==> config.mk <==
export PLATFORM = sky130hd
export DESIGN_NAME = line_buffer
export DESIGN_NICKNAME = d
export VERILOG_FILES = /design/src/rtl/line_buffer_pkg.sv /design/src/rtl/line_buffer.sv
export SDC_FILE = /design/constraint.sdc
export NUM_CORES = 1
export LEC_CHECK = 0
export CAP_MARGIN = 20
export CORE_MARGIN = 5
export CORE_UTILIZATION = 27
export CTS_BUF_LIST = sky130_fd_sc_hd__clkbuf_16
export DETAILED_ROUTE_END_ITERATION = 10
export PLACE_DENSITY = 0.46
export SLEW_MARGIN = 0
export SYNTH_ARGS = -nofsm -noshare
export SYNTH_HDL_FRONTEND = slang
export SYNTH_SLANG_ARGS = --single-unit
export TNS_END_PERCENT = 50
==> constraint.sdc <==
create_clock -name clock -period 9.1 [get_ports clock]
set_input_delay 1.365 -clock clock [delete_from_list [all_inputs] [get_ports clock]]
set_output_delay 1.365 -clock clock [all_outputs]
set_load 0.005 [all_outputs]
==> src/rtl/line_buffer_pkg.sv <==
// Shared defaults for line_buffer so chained instances and the bench agree on geometry.
package line_buffer_pkg;

    localparam int LB_KERNEL_SIZE = 3;
    localparam int LB_DATA_SIZE   = 8;
    localparam int LB_ROW_SIZE    = 28;

endpackage

==> src/rtl/line_buffer.sv <==
// Row-deep pixel shift register exposing the newest KERNEL_SIZE taps and a row-delayed pixel.
// Outputs are registers (one edge from accept to tap 0); no backpressure, data_valid gaps simply hold state.
module line_buffer
    import line_buffer_pkg::*;
#(
    parameter int KERNEL_SIZE = LB_KERNEL_SIZE,
    parameter int DATA_SIZE   = LB_DATA_SIZE,
    parameter int ROW_SIZE    = LB_ROW_SIZE
) (
    input  logic                             clock,
    input  logic                             reset,
    input  logic                             data_valid,
    input  logic [DATA_SIZE-1:0]             pixel_in,
    output logic [DATA_SIZE-1:0]             pixel_out,
    output logic [KERNEL_SIZE*DATA_SIZE-1:0] conv_row_out,
    output logic                             row_full
);

    localparam int CNT_W = $clog2(ROW_SIZE + 1);
    localparam logic [CNT_W-1:0] CNT_MAX = CNT_W'(ROW_SIZE);

    logic [DATA_SIZE-1:0] sr_q [ROW_SIZE];
    logic [DATA_SIZE-1:0] sr_d [ROW_SIZE];
    logic [CNT_W-1:0]     cnt_q;
    logic [CNT_W-1:0]     cnt_d;

    always_comb begin
        sr_d  = sr_q;
        cnt_d = cnt_q;
        if (data_valid) begin
            sr_d[0] = pixel_in;
            for (int i = 1; i < ROW_SIZE; i++) begin
                sr_d[i] = sr_q[i-1];
            end
            // Fill count saturates so row_full stays high for arbitrarily long streams.
            if (cnt_q != CNT_MAX) begin
                cnt_d = cnt_q + 1'b1;
            end
        end
    end

    always_ff @(posedge clock or posedge reset) begin
        if (reset) begin
            for (int i = 0; i < ROW_SIZE; i++) begin
                sr_q[i] <= '0;
            end
            cnt_q <= '0;
        end else begin
            sr_q  <= sr_d;
            cnt_q <= cnt_d;
        end
    end

    assign pixel_out = sr_q[ROW_SIZE-1];
    assign row_full  = (cnt_q == CNT_MAX);

    for (genvar k = 0; k < KERNEL_SIZE; k++) begin : g_tap
        assign conv_row_out[k*DATA_SIZE +: DATA_SIZE] = sr_q[k];
    end

endmodule

==> flow_summary.json <==
{
  "fin_skew_ps": 6.06,
  "ir_worst_vdd_v": 0.000122,
  "setup_violations": 0,
  "stdcell_count": 1001,
  "synth.distinct_cells": 16,
  "htreeDepth": 1,
  "syn_to_final_growth_pct": 14.7,
  "tightestPinTransition_ps": 1030,
  "cts_buffer_depth": 3,
  "port_buffers": 43,
  "syn_nets": 543,
  "hpwl_mm": 6.98,
  "clock_latency_ps": 500,
  "first_pass_iters": 4,
  "critical-path-max-stage-delay_ps": 510,
  "synth-seq-area-share_pct": 64.4,
  "rsz0062_at_grt": "no",
  "grt_max_degree": 160,
  "drt-initial-drc-count": 155,
  "routed_wl_mm": 12.2,
  "grt_pass1_wl_mm": 21.9,
  "pre_cts_ws_ps": 5290,
  "fin_crit_ps": 3360,
  "layout_common_cells": "229 x dfrtp_1, 224 x mux2_2, 42 x clkdlybuf4s50_1",
  "cp-end-kind": "output port",
  "synth_top_area_cell": "dfrtp_1",
  "io_pins": 44,
  "min_to": "sr_q[111]",
  "final.setup.worst_slack_ps": 5740,
  "fmax_mhz": 298,
  "r2r_cells": 5,
  "synth_area_um2": 8900,
  "cts_tree": "built",
  "antenna_found_initial": 0,
  "drv_slew": 0,
  "pwr_density_cell_nw_per_um2": 309,
  "startpoint_type": "register",
  "hold_violations": 0,
  "rrSetupSlack_ps": 7620,
  "reg2reg_from": "cnt_q[0]",
  "ant_nets": 0,
  "synth_top_area_share_pct": 64.4,
  "finish.instance_area_um2": 10200,
  "ctsResizeCount": 0,
  "cpMostUsedCell": "inv_1",
  "grt.total_usage_pct": 6.92,
  "min_from": "sr_q[119]",
  "cts_sinks": 229,
  "cts-buffers-inserted": 24,
  "slowest_stage": "clkdlybuf4s50_1",
  "synth-seq-cells": 229,
  "vias": 4058,
  "layout_commonest_cell": "dfrtp_1",
  "die-width_um": 192,
  "hold_class": "reg -> reg",
  "synthTopCellsByArea": "dfrtp_1 64%, mux2_2 28%, buf_6 3.0%",
  "initial_core_util_pct": 27.4,
  "fin_nets": 559,
  "cts_setup_buffers": 0,
  "r2r-end": "cnt_q[1]",
  "place.gp.congestion": 0.653,
  "holdWs_ps": 496,
  "syn_inst": 530,
  "whs_path_depth": 1,
  "ys_warn_count": 0,
  "fp.dieArea_um2": 36700,
  "grt_overflow": 0,
  "power_mw": 3.16,
  "postSynthAreaPerCell_um2": 16.8,
  "n_fill_cell": 3209,
  "cts_hold_buf": 0,
  "critical_path_class": "reg -> out",
  "wl_per_cell_um": 12.2,
  "dp_cells": 960,
  "maxSlewHeadroom_pct": 31.3,
  "drc": 0,
  "via_per_inst": 4.05,
  "drive_gt1_share_pct": 46.7,
  "maxCapViolCount": 0,
  "core_um2": 32500,
  "antenna_cells": 0,
  "finalCritPeriodShare_pct": 36.9,
  "run_status": "finished clean",
  "die_y_um": 192,
  "cp_max_fo": 4,
  "dpl_cell_area_um2": 9390,
  "grt_pass1_vias": 4446,
  "critPathRequiredTime_ps": 7740,
  "path_cells": "inv_1 -> ha_1 -> nand4_1 -> inv_1 -> clkdlybuf4s50_1",
  "root_buffer": "clkbuf_16",
  "power.static_leakage_nw": 4.42,
  "crit_arrival_ps": 2000,
  "setup-tns-final_ps": 0,
  "path_clk_slew_ps": 60,
  "num_rows": 66,
  "final_util_pct": 31.4
}
[worst max-delay path: cells and delay by family, from the launching register on]
family	cells	cell delay, ps
DFF	1	420
buffers and inverters	3	710
adders and majority gates	1	160
and+or+nand+nor	1	200
[state kept, by name, summed over array words and instances (netlist names)]
signal and cells:
pixel_out 8, cnt_q 5, sr_q 192, conv_row_out 24
[synthesized netlist by cell type]
| cell | instances |
|---|---|
| mux2_1 | 1 |
| nand4_2 | 1 |
| buf_6 | 24 |
| xor2_1 | 1 |
| a21oi_1 | 3 |
| xnor2_1 | 1 |
| ha_1 | 2 |
| and3_1 | 1 |
| dfrtp_1 | 229 |
| buf_4 | 32 |
| mux2_2 | 224 |
| nand2_1 | 2 |
| buf_2 | 1 |
| nor3_1 | 1 |
| inv_1 | 5 |
| nand4_1 | 2 |
[final cells by class]
| cell class | instances | area, um^2 | area share [%] |
|---|---|---|---|
| Clock buffer | 25 | 626 | 6.13 |
| Timing Repair Buffer | 47 | 504 | 4.94 |
| Tap cell | 442 | 553 | 5.42 |
| Multi-Input combinational cell | 239 | 2640 | 25.8 |
| Inverter | 5 | 26.3 | 0.257 |
| Clock inverter | 14 | 134 | 1.31 |
| Sequential cell | 229 | 5730 | 56.1 |
[cell families (layout without fill, tap and decap cells)]
logic type	count (synthesis)	after routing	synth area share (%)
AO/OA/AOI/OAI	3	3	0.169
XOR/XNOR	2	2	0.197
adder cells (fa/ha/maj)	2	2	0.281
buffers and inverters	62	91	6.00
flip-flops	229	229	64.4
multiplexers	225	225	28.5
AND/OR/NAND/NOR	7	7	0.492
[power by group]
part / leakage (nW) / internal [mW] / total [mW] / switching [mW]
sequential: 2.79 / 1.45 / 1.66 / 0.210
combinational: 1.25 / 0.394 / 0.560 / 0.166
clock: 0.384 / 0.575 / 0.941 / 0.367
[worst max-delay path by stage]
stage / to / from / depth (start not counted) / slack (ps)
global route: row_full / cnt_q[0] / 5 / 5570
detailed placement: conv_row_out[21] / data_valid / 3 / 5290
CTS: row_full / cnt_q[0] / 5 / 5650
global placement: conv_row_out[9] / data_valid / 3 / 5360
floorplan: cnt_q[0] / reset / 1 / 1460
finish: row_full / cnt_q[0] / 5 / 5740
[per-layer routing]
metal  vias to the layer above  share of wire [%]  global-route usage [%]  wire, um
li1                       1859                  -                       -         -
met1                      2132                 45                    8.84      5430
met2                        40                 49                    11.5      6020
met3                        27                3.2                    1.66       396
met4                         0                2.9                    2.40       350
met5                         -                  0                       0         0
Power figures use the tool's default switching activity.
